### src/rtl/l1i_refill_fsm_if.sv
// Signal bundle between the L1I refill sequencer and its core, bus-handshake and data-array neighbours.
// The master modport belongs to the sequencer; the slave modport is the surrounding environment.
interface l1i_refill_fsm_if #(
    parameter int WORDS_PER_LINE = 4
);
    localparam int OW = $clog2(WORDS_PER_LINE);

    logic          Core_req;
    logic [31:0]   Core_missAddr;
    logic          Core_flush;
    logic          Refill_busy;
    logic          Refill_done;
    logic          Refill_err;
    logic [1:0]    FSM_current_state;
    logic [31:0]   Bus_hand_aBitsAddress;
    logic          Bus_hand_DataRdBusCond;
    logic [31:0]   Bus_hand_dBitsData;
    logic          Cache_wrEn;
    logic [OW-1:0] Cache_wrOffset;
    logic [31:0]   Cache_wrData;
    logic [31:0]   Cache_lineAddr;
    logic          Cache_tagWrEn;

    modport master (
        input  Core_req, Core_missAddr, Core_flush,
        input  Bus_hand_DataRdBusCond, Bus_hand_dBitsData,
        output Refill_busy, Refill_done, Refill_err, FSM_current_state,
        output Bus_hand_aBitsAddress,
        output Cache_wrEn, Cache_wrOffset, Cache_wrData, Cache_lineAddr, Cache_tagWrEn
    );

    modport slave (
        output Core_req, Core_missAddr, Core_flush,
        output Bus_hand_DataRdBusCond, Bus_hand_dBitsData,
        input  Refill_busy, Refill_done, Refill_err, FSM_current_state,
        input  Bus_hand_aBitsAddress,
        input  Cache_wrEn, Cache_wrOffset, Cache_wrData, Cache_lineAddr, Cache_tagWrEn
    );
endinterface

### src/rtl/l1i_refill_fsm.sv
// L1I line-refill sequencer: fetches one word per bus get, writes each into the data array,
// and writes the tag once the whole line is in. A flush or timeout drops the line untagged.
module l1i_refill_fsm #(
    parameter int WORDS_PER_LINE = 4,
    parameter int TIMEOUT        = 255
) (
    input  logic                    clk,
    input  logic                    rst,
    l1i_refill_fsm_if.master        rf
);
    localparam int OW = $clog2(WORDS_PER_LINE);
    localparam int TW = (TIMEOUT > 1) ? $clog2(TIMEOUT + 1) : 1;
    localparam bit              TMO_EN    = (TIMEOUT != 0);
    localparam logic [TW-1:0]   TMO_LIM   = TW'(TIMEOUT);
    localparam logic [OW-1:0]   LAST_IDX  = OW'(WORDS_PER_LINE - 1);
    localparam logic [31:0]     LINE_MASK = ~(32'(WORDS_PER_LINE * 4) - 32'd1);

    // Encoding doubles as the handshake stage's state input; 01 is reserved for WriteBus.
    typedef enum logic [1:0] {
        S_IDLE  = 2'b00,
        S_READ  = 2'b10,
        S_WRITE = 2'b11
    } state_t;

    state_t        state_r;
    state_t        state_s;
    logic [31:0]   base_r;
    logic [OW-1:0] cnt_r;
    logic          abort_r;
    logic [TW-1:0] tmo_r;
    logic [31:0]   wbuf_r;

    logic          last_s;
    logic          kill_s;
    logic [TW-1:0] tmo_inc_s;
    logic          tmo_hit_s;

    assign last_s    = (cnt_r == LAST_IDX);
    // Reset is folded in so a reset landing on the final WriteCache cannot leave a stray tag write.
    assign kill_s    = abort_r | rf.Core_flush | rst;
    assign tmo_inc_s = tmo_r + TW'(1'b1);
    assign tmo_hit_s = TMO_EN && (tmo_inc_s == TMO_LIM);

    // State register.
    always_ff @(posedge clk) begin
        if (rst) begin
            state_r <= S_IDLE;
        end else begin
            state_r <= state_s;
        end
    end

    // Next-state selection.
    always_comb begin
        state_s = state_r;
        case (state_r)
            S_IDLE: begin
                if (rf.Core_req) begin
                    state_s = S_READ;
                end else begin
                    state_s = S_IDLE;
                end
            end
            S_READ: begin
                if (rf.Bus_hand_DataRdBusCond) begin
                    state_s = S_WRITE;
                end else if (tmo_hit_s) begin
                    state_s = S_IDLE;
                end else begin
                    state_s = S_READ;
                end
            end
            S_WRITE: begin
                if (kill_s || last_s) begin
                    state_s = S_IDLE;
                end else begin
                    state_s = S_READ;
                end
            end
            default: begin
                state_s = S_IDLE;
            end
        endcase
    end

    // Refill datapath: line base, word counter, sticky abort, timeout counter and word buffer.
    always_ff @(posedge clk) begin
        if (rst) begin
            base_r  <= 32'd0;
            cnt_r   <= '0;
            abort_r <= 1'b0;
            tmo_r   <= '0;
            wbuf_r  <= 32'd0;
        end else begin
            case (state_r)
                S_IDLE: begin
                    if (rf.Core_req) begin
                        base_r  <= rf.Core_missAddr & LINE_MASK;
                        cnt_r   <= '0;
                        abort_r <= 1'b0;
                        tmo_r   <= '0;
                    end
                end
                S_READ: begin
                    tmo_r <= tmo_inc_s;
                    if (rf.Core_flush) begin
                        abort_r <= 1'b1;
                    end
                    if (rf.Bus_hand_DataRdBusCond) begin
                        wbuf_r <= rf.Bus_hand_dBitsData;
                    end
                end
                S_WRITE: begin
                    tmo_r <= '0;
                    if (!kill_s && !last_s) begin
                        cnt_r <= cnt_r + OW'(1'b1);
                    end
                end
                default: begin
                    abort_r <= 1'b0;
                end
            endcase
        end
    end

    // Output decode: strobes and pulses only in their own state, addresses straight from registers.
    always_comb begin
        rf.FSM_current_state     = state_r;
        rf.Refill_busy           = (state_r != S_IDLE);
        rf.Bus_hand_aBitsAddress = base_r + {{(30 - OW){1'b0}}, cnt_r, 2'b00};
        rf.Cache_wrOffset        = cnt_r;
        rf.Cache_wrData          = wbuf_r;
        rf.Cache_lineAddr        = base_r;
        rf.Refill_done           = 1'b0;
        rf.Refill_err            = 1'b0;
        rf.Cache_wrEn            = 1'b0;
        rf.Cache_tagWrEn         = 1'b0;
        case (state_r)
            S_READ: begin
                if (!rf.Bus_hand_DataRdBusCond && tmo_hit_s && !rst) begin
                    rf.Refill_err = 1'b1;
                end else begin
                    rf.Refill_err = 1'b0;
                end
            end
            S_WRITE: begin
                rf.Cache_wrEn = !kill_s;
                if (!kill_s && last_s) begin
                    rf.Cache_tagWrEn = 1'b1;
                    rf.Refill_done   = 1'b1;
                end else begin
                    rf.Cache_tagWrEn = 1'b0;
                    rf.Refill_done   = 1'b0;
                end
            end
            default: begin
                rf.Refill_err = 1'b0;
            end
        endcase
    end
endmodule

### src/flat_wrapper.sv
// flat-port wrapper written by rule: the top's interface ports become plain ports
module l1i_refill_fsm_flat 
#(
    parameter int WORDS_PER_LINE = 4,
    parameter int TIMEOUT        = 255
)
  (clk, rst, rf_Core_req, rf_Core_missAddr, rf_Core_flush, rf_Bus_hand_DataRdBusCond, rf_Bus_hand_dBitsData, rf_Refill_busy, rf_Refill_done, rf_Refill_err, rf_FSM_current_state, rf_Bus_hand_aBitsAddress, rf_Cache_wrEn, rf_Cache_wrOffset, rf_Cache_wrData, rf_Cache_lineAddr, rf_Cache_tagWrEn);
  l1i_refill_fsm_if #(.WORDS_PER_LINE(WORDS_PER_LINE)) rf_i ();
  input  logic clk;
  input  logic rst;
  input wire logic [$bits(rf_i.Core_req)-1:0] rf_Core_req;
  input wire logic [$bits(rf_i.Core_missAddr)-1:0] rf_Core_missAddr;
  input wire logic [$bits(rf_i.Core_flush)-1:0] rf_Core_flush;
  input wire logic [$bits(rf_i.Bus_hand_DataRdBusCond)-1:0] rf_Bus_hand_DataRdBusCond;
  input wire logic [$bits(rf_i.Bus_hand_dBitsData)-1:0] rf_Bus_hand_dBitsData;
  output wire logic [$bits(rf_i.Refill_busy)-1:0] rf_Refill_busy;
  output wire logic [$bits(rf_i.Refill_done)-1:0] rf_Refill_done;
  output wire logic [$bits(rf_i.Refill_err)-1:0] rf_Refill_err;
  output wire logic [$bits(rf_i.FSM_current_state)-1:0] rf_FSM_current_state;
  output wire logic [$bits(rf_i.Bus_hand_aBitsAddress)-1:0] rf_Bus_hand_aBitsAddress;
  output wire logic [$bits(rf_i.Cache_wrEn)-1:0] rf_Cache_wrEn;
  output wire logic [$bits(rf_i.Cache_wrOffset)-1:0] rf_Cache_wrOffset;
  output wire logic [$bits(rf_i.Cache_wrData)-1:0] rf_Cache_wrData;
  output wire logic [$bits(rf_i.Cache_lineAddr)-1:0] rf_Cache_lineAddr;
  output wire logic [$bits(rf_i.Cache_tagWrEn)-1:0] rf_Cache_tagWrEn;
  assign rf_i.Core_req = rf_Core_req;
  assign rf_i.Core_missAddr = rf_Core_missAddr;
  assign rf_i.Core_flush = rf_Core_flush;
  assign rf_i.Bus_hand_DataRdBusCond = rf_Bus_hand_DataRdBusCond;
  assign rf_i.Bus_hand_dBitsData = rf_Bus_hand_dBitsData;
  assign rf_Refill_busy = rf_i.Refill_busy;
  assign rf_Refill_done = rf_i.Refill_done;
  assign rf_Refill_err = rf_i.Refill_err;
  assign rf_FSM_current_state = rf_i.FSM_current_state;
  assign rf_Bus_hand_aBitsAddress = rf_i.Bus_hand_aBitsAddress;
  assign rf_Cache_wrEn = rf_i.Cache_wrEn;
  assign rf_Cache_wrOffset = rf_i.Cache_wrOffset;
  assign rf_Cache_wrData = rf_i.Cache_wrData;
  assign rf_Cache_lineAddr = rf_i.Cache_lineAddr;
  assign rf_Cache_tagWrEn = rf_i.Cache_tagWrEn;
  l1i_refill_fsm #(.WORDS_PER_LINE(WORDS_PER_LINE), .TIMEOUT(TIMEOUT)) u_core (.clk(clk), .rst(rst), .rf(rf_i));
endmodule
### config.mk
export PLATFORM = sky130hd
export DESIGN_NAME = l1i_refill_fsm_flat
export DESIGN_NICKNAME = d
export VERILOG_FILES = /design/src/rtl/l1i_refill_fsm_if.sv /design/src/rtl/l1i_refill_fsm.sv /design/src/flat_wrapper.sv
export SDC_FILE = /design/constraint.sdc
export NUM_CORES = 1
export LEC_CHECK = 0
export ABC_AREA = 1
export BUFFER_PORTS_ARGS = -buffer_cell sky130_fd_sc_hd__buf_2
export CAP_MARGIN = 20
export CORE_UTILIZATION = 44
export DETAILED_ROUTE_END_ITERATION = 6
export GPL_ROUTABILITY_DRIVEN = 0
export PLACE_DENSITY = 0.79
export RECOVER_POWER = 25
export SYNTH_ARGS = -nofsm -noshare
export SYNTH_HDL_FRONTEND = slang
export SYNTH_SLANG_ARGS = --single-unit
### constraint.sdc
create_clock -name clk -period 1.85 [get_ports clk]
set_input_delay 0.555 -clock clk [delete_from_list [all_inputs] [get_ports clk]]
set_output_delay 0.555 -clock clk [all_outputs]
set_load 0.05 [all_outputs]
==> reports/metrics.yaml <==
die:
  fp.dieW_um: 86.9
  die_y_um: 86.9
  start_util_pct: 46.2
  ios: 174
  row_count: 30
  die-area_mm2: 0.00755
  core_area_mm2: 0.00687
sta:
  hold_viol_final: 0
  fmax_mhz: 452
  rsz0062_at_grt: "true"
  max_slew.worst_pin.slew_ps: 821
  period_minus_slack_ps: 2210
  post-route-period-util_pct: 120
  whs_ps: 462
  final_max_slew_viol_count: 0
  layout_setup_ws_ps: -361
  finalClockSkew_ps: 14.0
  setup_viol: 34
  maxSlewHeadroom_pct: 45.3
synth:
  avgSynthCellArea_um2: 7.74
  synth_simple_gate_area_share_pct: 23.7
  synth_area_mm2: 0.00317
  synthAdderAreaFrac_pct: 1.18
  ys_warn_count: 0
  synth_top_family_by_area: "simple AND/OR/NAND/NOR gates"
  synth_compound_area_share_pct: 12.9
  synth_xor_area_share_pct: 0.276
  ys_seq_elements: 73
  synthCells: 410
  yosysSeqAreaShare_pct: 46.1
  synth.distinct_cells: 25
  synthMuxAreaShare_pct: 0
cells_and_area:
  final_cell_mix: "132 x buf_2, 68 x dfxtp_1, 64 x nor2_1"
  layout_commonest_cell: "buf_2"
  final_layout_size_suffix_gt1_share_pct: 39.9
  final_core_util_pct: 60.5
  multi_input_area_mm2: 0.00131
  num_antenna_cells: 0
  final.fill_count: 667
  register_area_mm2: 0.00148
  fin_nets: 623
  syn_to_final_growth_pct: 31.0
cts:
  clk_latency_ps: 340
  cts_root_buffer: "clkbuf_8"
  clk_pin_slew_ps: 80
  cts_buffers: 9
  ctsHtreeMaxLevel: 3
  ctsHoldBuffers: 0
  clock_path_buffers: 2
  cts_tree: "built"
  clock-sinks: 73
pwr:
  p_leak_nw: 1.93
  power.density_mw_per_mm2: 948
  ir_drop_mv: 0.572
global_routing:
  grt_pass1_wl_mm: 12.2
  grt_util_all_layers_pct: 20.6
  grt-ovfl-total: 0
  grt_max_degree: 42
  grt_pass1_vias: 2719
  antenna_found_initial: 0
routing:
  postRouteAntennaNets: 0
  vias: 3097
  wl_mm: 7.84
  drt-initial-drc-count: 103
  drt-pass1-iter-count: 4
  post_drt_via_cell_ratio: 4.75
  drc: 0
  wl_per_cell_um: 12.0
outcome:
  failed_checks: "setup timing"
  status: "finished with violations"
setup_path:
  path_cells: "ha_4 -> nand3_2 -> o21ai_1 -> nand2_1 -> nor2_1 -> nand2_1 -> nor2_4 -> buf_6"
  crit_top_cell: "nand2_1"
  required_ps: 1290
  arrival_ps: 1660
  end_kind: "output pin"
  worst_path_largest_cell_delay_ps: 380
  cp_slowest_cell: "dfxtp_4"
  path_class: "reg2out"
  critPathLaunchType: "flop"
  path_max_fanout: 3
placed_design:
  hpwl_mm: 5.45
  pre_cts_ws_ps: -229
  io_buffer_count: 163
flow_run:
  maxCapViolCount: 0
worst_hold_path:
  hold_path_class: "reg2reg"
## per-layer routing
| metal | track usage, % | share of wire (%) | vias up |
|---|---|---|---|
| li1 | - | - | 1568 |
| met1 | 24.5 | 42 | 1385 |
| met2 | 35.2 | 49 | 135 |
| met3 | 6.07 | 8.1 | 9 |
| met4 | 7.88 | 1.1 | 0 |
| met5 | 0 | 0 | - |
## repair_timing
action	CTS	global route
pin swaps	9	4
endpoints found under the hold margin	0	0
buffers inserted	8	1
setup endpoints to repair	4	5
cloned	0	0
gates resized for setup	27	8
## report_power, final
part           switching [mW]  internal (mW)  total, mW  leakage [nW]
Combinational           0.836          0.241       1.08          1.24
Sequential             0.0659           1.67       1.73         0.601
Clock                   0.600          0.526       1.13        0.0887
## critical path: cells and delay by family (launching register included)
kind,cells,cell delay [ps]
buf+inv,1,160
flops,1,380
fa+ha+maj,1,160
simple gates,5,480
compound gates,1,150
## Yosys cell counts
cell type | count | area [um^2]
buf_4 | 37 | 278
a211oi_1 | 1 | 7.51
o21bai_1 | 1 | 7.51
o32ai_1 | 2 | 17.5
dfxtp_1 | 73 | 1460
buf_6 | 8 | 90.1
xnor2_1 | 1 | 8.76
inv_2 | 4 | 15.0
nor3_1 | 1 | 5.00
nand2_2 | 3 | 18.8
o21ai_1 | 2 | 10.0
nor2_1 | 67 | 251
nand2_4 | 1 | 11.3
nand2_1 | 59 | 221
clkbuf_1 | 7 | 26.3
a21oi_4 | 1 | 16.3
conb_1 | 1 | 3.75
a21oi_1 | 39 | 195
ha_1 | 3 | 37.5
nor2_4 | 1 | 11.3
buf_2 | 9 | 45.0
nand3_1 | 44 | 220
inv_1 | 12 | 45.0
o21ai_0 | 31 | 155
nor2_2 | 2 | 12.5
## flip-flops by register name, indices dropped and copies added, names as in the netlist
signal,cells
u_core.abort_r,1
u_core.tmo_r,8
u_core.rf.Cache_wrOffset,2
u_core.rf.Cache_wrData,32
u_core.rf.FSM_current_state,2
u_core.rf.Cache_lineAddr,28
## final timing paths
kind / startpoint / to / slack [ps] / cells past startpoint
min: u_core.rf.Cache_wrData[29]$_SDFFE_PP0P_ / u_core.rf.Cache_wrData[29]$_SDFFE_PP0P_ / 460 / 2
max reg2reg: u_core.rf.FSM_current_state[0]$_SDFF_PP0_ / u_core.rf.Cache_wrData[21]$_SDFFE_PP0P_ / -250 / 6
max: u_core.tmo_r[0]$_SDFFE_PP0P_ / rf_Refill_err / -360 / 8
min reg2reg: u_core.rf.Cache_wrData[29]$_SDFFE_PP0P_ / u_core.rf.Cache_wrData[29]$_SDFFE_PP0P_ / 460 / 2
## through the flow
stage	cell area (um^2)	cells	power, mW	TNS [ps]
after detailed placement	3860	630	2.85	-482
after CTS	4190	654	3.98	-624
after floorplan	3260	415	2.69	-323
after global placement	3860	630	2.83	-454
after global routing	4150	652	4.12	-15120
final	4150	652	3.94	-7250
## kinds of logic after synthesis
family	after synthesis
and+or+nand+nor	178
AOI/OAI and AO/OA	77
buffers and inverters	77
DFF	73
adders and majority gates	3
xor gates and xnor gates	1
other	1
## layout make-up
type | count | share of cell area (%)
Sequential cell | 73 | 35.5
Multi-Input combinational cell | 265 | 31.5
Timing Repair Buffer | 186 | 24.1
Clock buffer | 10 | 3.31
Tap cell | 96 | 2.89
Inverter | 16 | 1.69
Clock inverter | 6 | 1.02
No activity file was read; power rests on OpenSTA's default activity.
